File: config.mk
export PLATFORM = sky130hd
export DESIGN_NAME = flash_array_ctrl
export DESIGN_NICKNAME = d
export VERILOG_FILES = /design/src/rtl/flash_ctrl_pkg.sv /design/src/rtl/flash_phase_timer.sv /design/src/rtl/flash_array_ctrl.sv
export SDC_FILE = /design/constraint.sdc
export NUM_CORES = 1
export LEC_CHECK = 0
export CAP_MARGIN = 40
export CORE_MARGIN = 5
export CORE_UTILIZATION = 50
export CTS_CLUSTER_SIZE = 12
export DETAILED_ROUTE_END_ITERATION = 6
export GPL_TIMING_DRIVEN = 0
export HOLD_SLACK_MARGIN = 0.1
export PLACE_DENSITY = 0.9
export REMOVE_ABC_BUFFERS = 1
export SYNTH_ARGS = -nofsm -noshare
export SYNTH_HDL_FRONTEND = slang
export SYNTH_SLANG_ARGS = --single-unit
File: constraint.sdc
create_clock -name wb_clk_i -period 2.85 [get_ports wb_clk_i]
set_input_delay 0.285 -clock wb_clk_i [delete_from_list [all_inputs] [get_ports wb_clk_i]]
set_output_delay 0.285 -clock wb_clk_i [all_outputs]
set_load 0.01 [all_outputs]
File: src/rtl/flash_ctrl_pkg.sv
// Shared encodings for the NAND-string flash array sequencer.
package flash_ctrl_pkg;

  typedef enum logic [1:0] {
    OP_ILLEGAL = 2'b00,
    OP_READ    = 2'b01,
    OP_PROGRAM = 2'b10,
    OP_ERASE   = 2'b11
  } flash_op_e;

  typedef enum logic [3:0] {
    ST_IDLE,
    ST_SETUP,
    ST_PRECHARGE,
    ST_SENSE1,
    ST_SENSE2,
    ST_PGM_PULSE,
    ST_ERASE_PULSE,
    ST_RECOVER,
    ST_RESP
  } flash_state_e;

  typedef enum logic [1:0] {
    WL_OFF     = 2'b00,
    WL_READ    = 2'b01,
    WL_PROGRAM = 2'b10,
    WL_ERASE   = 2'b11
  } wl_mode_e;

  localparam int unsigned RECOVER_CYCLES = 2;

  function automatic int unsigned max2(input int unsigned a, input int unsigned b);
    return (a > b) ? a : b;
  endfunction

endpackage

File: src/rtl/flash_phase_timer.sv
// Loadable phase down-counter; done_c is high once the count reaches zero.
module flash_phase_timer #(
  parameter int unsigned TW = 8
) (
  input  logic          clk,
  input  logic          rst_n,
  input  logic          load,
  input  logic [TW-1:0] load_val,
  output logic          done_c
);

  logic [TW-1:0] cnt_q;

  // Load on phase entry, otherwise count down and park at zero.
  always_ff @(posedge clk or negedge rst_n) begin
    if (!rst_n) begin
      cnt_q <= '0;
    end else if (load) begin
      cnt_q <= load_val;
    end else if (cnt_q != '0) begin
      cnt_q <= cnt_q - TW'(1);
    end
  end

  assign done_c = (cnt_q == '0);

endmodule

File: src/rtl/flash_array_ctrl.sv
// Command sequencer for a NAND-string flash array (read / program / erase).
// Optional program-verify loop is built when FLASH_VERIFY_EN is defined.
module flash_array_ctrl
  import flash_ctrl_pkg::*;
#(
  parameter int unsigned NUM_BL        = 8,
  parameter int unsigned NUM_STR       = 2,
  parameter int unsigned NUM_WL        = 4,
  parameter int unsigned T_PRE         = 4,
  parameter int unsigned T_SENSE       = 8,
  parameter int unsigned T_PGM         = 64,
  parameter int unsigned T_ERS         = 256,
  parameter int unsigned MAX_PGM_LOOPS = 4,
  localparam int unsigned SW  = (NUM_STR > 1) ? $clog2(NUM_STR) : 1,
  localparam int unsigned WW  = (NUM_WL > 1) ? $clog2(NUM_WL) : 1,
  localparam int unsigned WLS = NUM_STR * NUM_WL
) (
  input  logic              wb_clk_i,
  input  logic              wb_rst_n_i,
  input  logic              cmd_valid_i,
  output logic              cmd_ready_o,
  input  logic [1:0]        cmd_op_i,
  input  logic [SW-1:0]     cmd_str_i,
  input  logic [WW-1:0]     cmd_wl_i,
  input  logic [NUM_BL-1:0] cmd_data_i,
  output logic              rsp_valid_o,
  input  logic              rsp_ready_i,
  output logic [NUM_BL-1:0] rsp_data_o,
  output logic              rsp_err_o,
  output logic              busy_o,
  output logic [NUM_STR-1:0] ssl_o,
  output logic [NUM_STR-1:0] gsl_o,
  output logic [WLS-1:0]    wl_sel_o,
  output logic [1:0]        wl_mode_o,
  output logic              bl_pre_o,
  output logic [NUM_BL-1:0] bl_drv_o,
  output logic              sl_en_o,
  output logic              vbpw_en_o,
  output logic              sen1_o,
  output logic              sen2_o,
  input  logic [NUM_BL-1:0] sense_i
);

  localparam int unsigned T_MAX = max2(max2(max2(T_PRE, T_SENSE), max2(T_PGM, T_ERS)), RECOVER_CYCLES);
  localparam int unsigned TW    = $clog2(T_MAX + 1);
  localparam int unsigned LW    = $clog2(MAX_PGM_LOOPS + 1);

  flash_state_e      state_q, state_d;
  flash_op_e         op_q, op_d;
  logic [SW-1:0]     str_q, str_d;
  logic [WW-1:0]     wl_q, wl_d;
  logic [NUM_BL-1:0] mask_q, mask_d;
  logic [LW-1:0]     loops_q, loops_d;
  logic              vfy_q, vfy_d;
  logic [NUM_BL-1:0] rdata_d;
  logic              err_d;

  logic              tmr_load;
  logic [TW-1:0]     tmr_val;
  logic              tmr_done_c;

  logic              sel_d;
  logic [NUM_STR-1:0] ssl_d;
  logic [WLS-1:0]    wl_sel_d;
  wl_mode_e          wl_mode_d;
  logic [NUM_BL-1:0] bl_drv_d;
  logic              cmd_illegal_c;

  flash_phase_timer #(.TW(TW)) u_timer (
    .clk      (wb_clk_i),
    .rst_n    (wb_rst_n_i),
    .load     (tmr_load),
    .load_val (tmr_val),
    .done_c   (tmr_done_c)
  );

  assign cmd_illegal_c = (cmd_op_i == OP_ILLEGAL) ||
                         (32'(cmd_str_i) >= NUM_STR) ||
                         ((cmd_op_i != OP_ERASE) && (32'(cmd_wl_i) >= NUM_WL));

  // Next state, command datapath and next value of every registered output.
  always_comb begin
    state_d   = state_q;
    op_d      = op_q;
    str_d     = str_q;
    wl_d      = wl_q;
    mask_d    = mask_q;
    loops_d   = loops_q;
    vfy_d     = vfy_q;
    rdata_d   = rsp_data_o;
    err_d     = rsp_err_o;
    tmr_load  = 1'b0;
    tmr_val   = '0;
    sel_d     = 1'b0;
    ssl_d     = '0;
    wl_sel_d  = '0;
    wl_mode_d = WL_OFF;
    bl_drv_d  = '0;

    unique case (state_q)
      ST_IDLE: begin
        if (cmd_valid_i && cmd_ready_o) begin
          op_d    = flash_op_e'(cmd_op_i);
          str_d   = cmd_str_i;
          wl_d    = cmd_wl_i;
          mask_d  = cmd_data_i;
          loops_d = '0;
          vfy_d   = 1'b0;
          rdata_d = '0;
          err_d   = cmd_illegal_c;
          state_d = cmd_illegal_c ? ST_RESP : ST_SETUP;
        end
      end
      ST_SETUP: begin
        tmr_load = 1'b1;
        if (op_q == OP_ERASE) begin
          state_d = ST_ERASE_PULSE;
          tmr_val = TW'(T_ERS - 1);
        end else if (op_q == OP_PROGRAM) begin
          state_d = ST_PGM_PULSE;
          tmr_val = TW'(T_PGM - 1);
          loops_d = loops_q + LW'(1);
        end else begin
          state_d = ST_PRECHARGE;
          tmr_val = TW'(T_PRE - 1);
        end
      end
      ST_PRECHARGE: if (tmr_done_c) begin
        state_d  = ST_SENSE1;
        tmr_load = 1'b1;
        tmr_val  = TW'(T_SENSE - 1);
      end
      ST_SENSE1: if (tmr_done_c) begin
        state_d  = ST_SENSE2;
        tmr_load = 1'b1;
        tmr_val  = TW'(T_SENSE - 1);
      end
      ST_SENSE2: if (tmr_done_c) begin
        state_d  = ST_RECOVER;
        tmr_load = 1'b1;
        tmr_val  = TW'(RECOVER_CYCLES - 1);
        // Read returns the page; verify drops cells that stopped conducting.
        if (op_q == OP_READ) rdata_d = sense_i;
        else                 mask_d  = mask_q & sense_i;
      end
      ST_PGM_PULSE, ST_ERASE_PULSE: if (tmr_done_c) begin
        state_d  = ST_RECOVER;
        tmr_load = 1'b1;
        tmr_val  = TW'(RECOVER_CYCLES - 1);
      end
      ST_RECOVER: if (tmr_done_c) begin
        state_d = ST_RESP;
`ifdef FLASH_VERIFY_EN
        // Program alternates pulse and verify until the mask clears or loops run out.
        if (op_q == OP_PROGRAM) begin
          if (!vfy_q) begin
            state_d  = ST_PRECHARGE;
            vfy_d    = 1'b1;
            tmr_load = 1'b1;
            tmr_val  = TW'(T_PRE - 1);
          end else if (mask_q != '0) begin
            if (loops_q < LW'(MAX_PGM_LOOPS)) begin
              state_d  = ST_PGM_PULSE;
              vfy_d    = 1'b0;
              loops_d  = loops_q + LW'(1);
              tmr_load = 1'b1;
              tmr_val  = TW'(T_PGM - 1);
            end else begin
              err_d   = 1'b1;
              rdata_d = mask_q;
            end
          end
        end
`endif
      end
      ST_RESP: if (rsp_ready_i) state_d = ST_IDLE;
      default: state_d = ST_IDLE;
    endcase

    // Array control decode from the state being entered.
    unique case (state_d)
      ST_SETUP: sel_d = 1'b1;
      ST_PRECHARGE, ST_SENSE1, ST_SENSE2: begin
        sel_d     = 1'b1;
        wl_mode_d = WL_READ;
        wl_sel_d  = WLS'(1) << (32'(str_d) * NUM_WL + 32'(wl_d));
      end
      ST_PGM_PULSE: begin
        sel_d     = 1'b1;
        wl_mode_d = WL_PROGRAM;
        wl_sel_d  = WLS'(1) << (32'(str_d) * NUM_WL + 32'(wl_d));
        bl_drv_d  = mask_d;
      end
      ST_ERASE_PULSE: begin
        sel_d     = 1'b1;
        wl_mode_d = WL_ERASE;
        wl_sel_d  = WLS'({NUM_WL{1'b1}}) << (32'(str_d) * NUM_WL);
      end
      default: sel_d = 1'b0;
    endcase
    if (sel_d) ssl_d = NUM_STR'(1) << str_d;
  end

  // State, command datapath and registered outputs.
  always_ff @(posedge wb_clk_i or negedge wb_rst_n_i) begin
    if (!wb_rst_n_i) begin
      state_q     <= ST_IDLE;
      op_q        <= OP_ILLEGAL;
      str_q       <= '0;
      wl_q        <= '0;
      mask_q      <= '0;
      loops_q     <= '0;
      vfy_q       <= 1'b0;
      cmd_ready_o <= 1'b1;
      busy_o      <= 1'b0;
      rsp_valid_o <= 1'b0;
      rsp_data_o  <= '0;
      rsp_err_o   <= 1'b0;
      ssl_o       <= '0;
      gsl_o       <= '0;
      wl_sel_o    <= '0;
      wl_mode_o   <= WL_OFF;
      bl_pre_o    <= 1'b0;
      bl_drv_o    <= '0;
      sl_en_o     <= 1'b0;
      vbpw_en_o   <= 1'b0;
      sen1_o      <= 1'b0;
      sen2_o      <= 1'b0;
    end else begin
      state_q     <= state_d;
      op_q        <= op_d;
      str_q       <= str_d;
      wl_q        <= wl_d;
      mask_q      <= mask_d;
      loops_q     <= loops_d;
      vfy_q       <= vfy_d;
      cmd_ready_o <= (state_d == ST_IDLE);
      busy_o      <= (state_d != ST_IDLE);
      rsp_valid_o <= (state_d == ST_RESP);
      rsp_data_o  <= rdata_d;
      rsp_err_o   <= err_d;
      ssl_o       <= ssl_d;
      gsl_o       <= ssl_d;
      wl_sel_o    <= wl_sel_d;
      wl_mode_o   <= wl_mode_d;
      bl_pre_o    <= (state_d == ST_PRECHARGE);
      bl_drv_o    <= bl_drv_d;
      sl_en_o     <= (state_d == ST_ERASE_PULSE);
      vbpw_en_o   <= (state_d == ST_ERASE_PULSE);
      sen1_o      <= (state_d == ST_SENSE1);
      sen2_o      <= (state_d == ST_SENSE2);
    end
  end

endmodule

After elaboration in Yosys (flattened, before gate mapping)
Index checks and enable logic that the tools add are counted.
{"block": "classes", "addsub": 2, "n_eq_ne": 21, "shift": 3, "muxes": 36, "n_bitwise": 1, "reduce_logical": 17}
{"cell": "$mux 8", "count": 8}
{"cell": "$pmux 8 s2", "count": 3}
{"cell": "$eq 4x3->1 const B", "count": 7}
{"cell": "$mux 4", "count": 7}
{"cell": "$pmux 4 s7", "count": 1}
{"cell": "$pmux 8 s3", "count": 1}
{"cell": "$mux 9", "count": 2}
{"cell": "$eq 4x2->1 const B", "count": 4}
{"cell": "$logic_not 9->1", "count": 1}
{"cell": "$mux 3", "count": 3}
{"cell": "$reduce_bool 9->1", "count": 1}
{"cell": "$sub 9x1->9 const B", "count": 1}
{"cell": "$and 8x8->8", "count": 1}
{"cell": "$eq 4x1->1 const B", "count": 2}
{"cell": "$eq 4x4->1 const B", "count": 2}
{"cell": "$logic_not 4->1", "count": 2}
{"cell": "$shl 1x4->8 const A", "count": 1}
{"cell": "$shl 4x3->8 const A", "count": 1}
{"cell": "$mux 2", "count": 3}
{"cell": "$mux 6", "count": 1}
{"cell": "$ne 2x2->1 const B", "count": 3}
{"cell": "$pmux 2 s3", "count": 1}
{"cell": "$reduce_or 3->1", "count": 2}
{"cell": "$reduce_or 6->1", "count": 1}
{"cell": "15 further kinds", "count": 21}
{"block": "totals", "reg_bits": 62, "in_bits": 25, "output_inout_bits": 39, "word_cells": 99}

Longest topological paths before layout
{"block": "logic_depth", "ltp_word": 8, "depth_mapped": 9, "ltp_nobuf": 8}

By module
A second synthesis with hierarchy kept.
{"block": "hier_totals", "hier_cells": 282, "area_unflattened_um2": 2946.6}
{"mod": "flash_array_ctrl", "n_inst": 1, "cells_per_inst": 225, "area_per_inst_um2": 2412.3, "seq_area_each_um2": 1327.5}
{"mod": "flash_phase_timer", "n_inst": 1, "cells_per_inst": 57, "area_per_inst_um2": 534.3, "seq_area_each_um2": 225.2}

Worst setup path before layout
Ideal clock, no wire load.
{"block": "synth_timing", "path_kind": "reg2reg", "from": "reg u_timer.cnt_q[0]", "to": "reg rsp_data_o[2]", "setup_time_ns": 0.127, "arrival_ns": 2.018, "required_ns": 2.723, "path_slack_ns": 0.706, "path_stages_with_launch": 10, "path_buffers": 1, "period_less_slack_ns": 2.144, "path_cell_list": "dfrtp_1 -> inv_1 -> ha_1 -> nor3b_4 -> nand4_2 -> a2111oi_4 -> o21ai_4 -> buf_6 -> nand2_1 -> o21ai_1"}
{"block": "synth_via", "elab_chain_cells": 3}
{"item": "start, declared", "line_no": "flash_phase_timer.sv:12", "source": "logic [TW-1:0] cnt_q;"}
{"item": "start signal, assigned", "line_no": "flash_phase_timer.sv:19", "source": "cnt_q <= load_val;"}
{"item": "start signal, assigned", "line_no": "flash_phase_timer.sv:21", "source": "cnt_q <= cnt_q - TW'(1);"}
{"item": "$logic_not 9->1", "line_no": "flash_phase_timer.sv:25", "source": "assign done_c = (cnt_q == '0);"}
{"item": "$ne 2x2->1 (no line)"}
{"item": "$reduce_and 4->1 (no line)"}
{"item": "end signal, assigned", "line_no": "flash_array_ctrl.sv:240", "source": "rsp_data_o <= rdata_d;"}
{"item": "end, declared", "line_no": "flash_array_ctrl.sv:28", "source": "output logic [NUM_BL-1:0] rsp_data_o,"}
Every way passes these cells.
A chain may end at the register's enable or synchronous reset.

Worst setup path in the final report
{"block": "layout_timing", "from": "reg u_timer.cnt_q[1]", "to": "reg gsl_o[1]"}
{"block": "layout_via", "elab_chain_cells": 7, "elab_cells_between_ends": 15, "cone_classes": "eq/ne (6); mux (7); reduce/logical (2)"}
{"item": "$logic_not 9->1 (*)", "line_no": "flash_phase_timer.sv:25"}
{"item": "$mux 4 (on tied branches)"}
{"item": "$pmux 4 s7 (*)", "line_no": "flash_array_ctrl.sv:100", "source": "unique case (state_q)"}
{"item": "$eq 4x2->1, or another cell as far along", "line_no": "flash_array_ctrl.sv:181", "source": "unique case (state_d)"}
{"item": "$reduce_or 6->1 (no line) (*)"}
{"item": "$mux 1 (*)", "line_no": "flash_array_ctrl.sv:181"}
{"item": "$mux 2 (*)", "line_no": "flash_array_ctrl.sv:201", "source": "if (sel_d) ssl_d = NUM_STR'(1) << str_d;"}
{"item": "via ssl_d[1]", "line_no": "flash_array_ctrl.sv:63", "source": "logic [NUM_STR-1:0] ssl_d;"}
{"item": "end signal, assigned", "line_no": "flash_array_ctrl.sv:243", "source": "gsl_o <= ssl_d;"}
{"item": "end, declared", "line_no": "flash_array_ctrl.sv:32", "source": "output logic [NUM_STR-1:0] gsl_o,"}
Mark *: on every way through the listed nets, which the timed path passes. The rest lies on a longest branch.

==> results.txt <==
----------------------------------------------------
[Status]
  Run status ... completed

[Placed design]
  Post-detail-place hpwl ... 4750 um
  Cell Count Post-Placement ... 390
  Placer congestion estimate ... 0.861
  Port Buffer Count ... 63
  Area post-placement ... 3530 um2

[Timing]
  Worst Clk Skew ... 0.0125 ns
  Setup repair after global routing missed its margin ... no
  Number of hold-slack violations in the final timing report ... 0
  Maximum operating frequency ... 386 MHz
  Final Critical Period ... 2.59 ns
  Remaining max-slew budget at the tightest pin ... 43.3%
  Final setup vio count ... 0
  Pins Over Slew Limit ... 0
  Period Utilization, post-route ... 91.0%
  Slew of the pin with the lowest slew margin ... 0.850 ns

[Pwr]
  Cell-internal power ... 0.00210 W
  Total Power Consumption ... 0.00325 W
  Switching pwr ... 0.00115 W
  Leak Pwr ... 1.56 nW
  Clk pwr share ... 24.4%
  Switching portion of total power ... 35.5%
  Reg power frac ... 41.5%
  Power share of the combinational group ... 34.0%
  PD cells ... 867 nW/um2
  Largest voltage drop on the vdd net ... 582 uV

[Setup path]
  Crit path launch type ... flip-flop
  Crit. End Element ... flip-flop
  Critical Setup Path Class ... reg -> reg
  Largest fanout on the critical path ... 6
  Data arrival, critical path ... 2.80 ns
  Data required time of the critical path ... 3.06 ns

[Floorplanning]
  Die Area ... 7360 um2
  Die span in y ... 85.8 um
  Number of I/O pins ... 64
  Floorplan core area ... 5540 um2
  Initial Utilization ... 51.9%
  Number of rows created at floorplan ... 27
  Die span in x ... 85.8 um

[Synthesis]
  Syn Inst Count ... 267
  Async set-or-reset flop fraction in the synthesized netlist ... 100%
  Sequential area share after synthesis ... 54.0%
  YS warnings ... 0
  Syn avg cell area ... 10.8 um2
  EDFF count, synth ... 0
  Synth Cell Area ... 2870 um2
  Yosys cell types ... 54
  Top FF cell, synth ... sky130_fd_sc_hd__dfrtp_1
  Register bit count reported by yosys ... 62

[Route]
  Post-DR vias/cell ... 5.44
  TritonRoute pass-1 iters ... 4
  Remaining DRCs ... 0
  Total detailed-routing wirelength ... 6670 um
  Antenna-violating nets left ... 0
  Number of design-rule violations left by the first detailed-router iteration ... 133
  Average wire per cell in the routed design ... 16.4 um
  Via Count ... 2213

[Clocking]
  Clock sink count ... 62
  Clock Tree Root ... sky130_fd_sc_hd__clkbuf_8
  Clock-pin slew on the worst setup and hold paths ... 0.08 ns
  Buffers inserted during post-CTS setup optimization ... 0
  Deepest level of the CTS H-tree ... 3
  TritonCTS clock tree ... built
  Clk_lat worst skew ... 0.34 ns
  Number of CTS-inserted buffers ... 9
  Buffer levels on the longest clock path ... 2

[Final layout]
  Layout Cells excl Fill ... 407
  Final Cell Area ... 3750 um2
  Commonest cells after routing, fill and taps aside ... sky130_fd_sc_hd__clkdlybuf4s50_1 (62), sky130_fd_sc_hd__dfrtp_1 (61), sky130_fd_sc_hd__nand2_1 (29)
  Synthesis-to-finish area growth ... 30.5%
  Most common cell after layout, fill and taps aside ... sky130_fd_sc_hd__clkdlybuf4s50_1
  Nets ... 357
  Fraction of layout cells with a size suffix above 1 ... 13.1%
  Diode count ... 0

[Global route]
  Via count of the first global-routing pass ... 2277
  Global routing usage summed across all routing layers ... 19.7%
  Total global routing overflow ... 0
  Initial antenna violation count ... 0
  Maximum number of pins on one net before global-route repair ... 38
  Wire length of the first global-routing pass ... 11200 um

[Run]
  Total of max-cap violations ... 0

[Worst hold path]
  Worst Hold Class ... reg -> reg

----------------------------------------------------
-- cell type report --
| class | instances | area, um2 |
|---|---|---|
| Multi-Input combinational cell | 179 | 1200 |
| Clock inverter | 7 | 81.3 |
| Timing Repair Buffer | 67 | 666 |
| Clock buffer | 9 | 124 |
| Tap cell | 72 | 90.1 |
| Sequential cell | 62 | 1550 |
| Fill cell | 426 | 1790 |
| Inverter | 11 | 41.3 |
-- cells in the mapped netlist, types with 2 or more instances --
master | instances | area, um2
sky130_fd_sc_hd__dfrtp_1 | 61 | 1530
sky130_fd_sc_hd__nand2_1 | 29 | 109
sky130_fd_sc_hd__o21ai_0 | 16 | 80.1
sky130_fd_sc_hd__a21oi_1 | 12 | 60.1
sky130_fd_sc_hd__nor2_1 | 12 | 45.0
sky130_fd_sc_hd__o21ai_1 | 11 | 55.1
sky130_fd_sc_hd__inv_1 | 10 | 37.5
sky130_fd_sc_hd__nor2b_1 | 10 | 62.6
sky130_fd_sc_hd__a22o_1 | 8 | 70.1
sky130_fd_sc_hd__buf_2 | 7 | 35.0
sky130_fd_sc_hd__nand4_1 | 7 | 43.8
sky130_fd_sc_hd__buf_4 | 5 | 37.5
sky130_fd_sc_hd__nand2b_1 | 5 | 31.3
sky130_fd_sc_hd__nor3_1 | 5 | 25.0
sky130_fd_sc_hd__nor4_1 | 5 | 31.3
sky130_fd_sc_hd__and3_1 | 4 | 25.0
sky130_fd_sc_hd__nand3_1 | 4 | 20.0
sky130_fd_sc_hd__xnor2_1 | 4 | 35.0
sky130_fd_sc_hd__and2_1 | 3 | 18.8
sky130_fd_sc_hd__mux2i_1 | 3 | 30.0
sky130_fd_sc_hd__o211ai_1 | 3 | 22.5
sky130_fd_sc_hd__a2111oi_4 | 2 | 55.1
sky130_fd_sc_hd__a31oi_1 | 2 | 12.5
sky130_fd_sc_hd__clkbuf_1 | 2 | 7.51
sky130_fd_sc_hd__ha_1 | 2 | 25.0
sky130_fd_sc_hd__mux2_2 | 2 | 22.5
sky130_fd_sc_hd__nand2_2 | 2 | 12.5
sky130_fd_sc_hd__o21ai_2 | 2 | 17.5
sky130_fd_sc_hd__o22a_1 | 2 | 17.5
sky130_fd_sc_hd__o22ai_1 | 2 | 12.5
sky130_fd_sc_hd__xor2_1 | 2 | 17.5
-- power by group through the flow --
stage               clock (W)  sequential, W  combinational (W)
floorplan                   0        0.00137           0.000617
global placement            0        0.00135            0.00105
detailed placement          0        0.00136            0.00109
CTS                  0.000803        0.00135            0.00111
global route         0.000851        0.00139            0.00122
finish               0.000794        0.00135            0.00111
-- metrics by stage --
step | setup TNS [ns] | util [%] | worst slack, ns | hold slack (ns)
4_1_cts | 0 | 67.6 | 0.0535 | 0.496
2_1_floorplan | 0 | - | 0.451 | -0.0106
3_3_place_gp | -23.05 | 63.2 | -0.373 | 0.465
6_report | 0 | 67.7 | 0.256 | 0.489
5_1_grt | 0 | 67.7 | 0.00456 | 0.507
3_5_place_dp | 0 | 63.7 | 0.0814 | 0.439
-- worst paths after layout --
| check | from | end | slack (ns) | cells past startpoint |
|---|---|---|---|---|
| max in group asynchronous | wb_rst_n_i | u_timer.cnt_q[4] | 1.64 | 3 |
| min in group asynchronous | wb_rst_n_i | rsp_data_o[0] | 0.58 | 2 |
| worst max-delay path | u_timer.cnt_q[1] | gsl_o[1] | 0.26 | 9 |
| worst max register to register | u_timer.cnt_q[1] | gsl_o[1] | 0.26 | 9 |
| worst min register to register | rsp_data_o[4] | rsp_data_o[4] | 0.49 | 2 |
| worst min-delay path | rsp_data_o[4] | rsp_data_o[4] | 0.49 | 2 |
-- routing by layer --
layer  part of all wire [%]  GRT usage, %
met1                     44          25.3
met2                     49          32.3
met3                    5.2          5.28
met4                    2.1          6.76
met5                      0             0
-- registers in the layout (all words and copies together), names as in the netlist, 2 cells and up --
signal         cells
state_q            4
gsl_o              2
wl_q               2
wl_mode_o          2
rsp_data_o         8
mask_q             8
op_q               2
bl_drv_o           8
u_timer.cnt_q      9
wl_sel_o           8
-- critical path, stage by stage, from the launching register on --
cell	delay, ns
sky130_fd_sc_hd__dfrtp_1	0.42
sky130_fd_sc_hd__inv_1	0.10
sky130_fd_sc_hd__ha_1	0.14
sky130_fd_sc_hd__nor3b_4	0.36
sky130_fd_sc_hd__nand4_2	0.22
sky130_fd_sc_hd__a211oi_2	0.48
sky130_fd_sc_hd__buf_2	0.25
sky130_fd_sc_hd__o21ai_1	0.17
sky130_fd_sc_hd__mux2i_1	0.25
sky130_fd_sc_hd__nor2_1	0.07
-- what timing repair did --
action | CTS | global route
endpoints found under the setup margin | 0 | 11
hold endpoints to repair | 35 | 0
gates resized for setup | 0 | 3
hold buffers | 1 | 0
-- cells by family (layout without fill, tap and decap cells) --
kind of cell / Yosys count / after routing / share of synthesized area [%]
buffers and inverters: 26 / 94 / 4.61
AOI/OAI and AO/OA: 66 / 66 / 16.3
and+or+nand+nor: 99 / 99 / 20.1
DFF: 62 / 62 / 54.0
muxes: 6 / 6 / 2.31
adders and majority gates: 2 / 2 / 0.871
xor gates and xnor gates: 6 / 6 / 1.83
(Power assumes the default switching activity.)
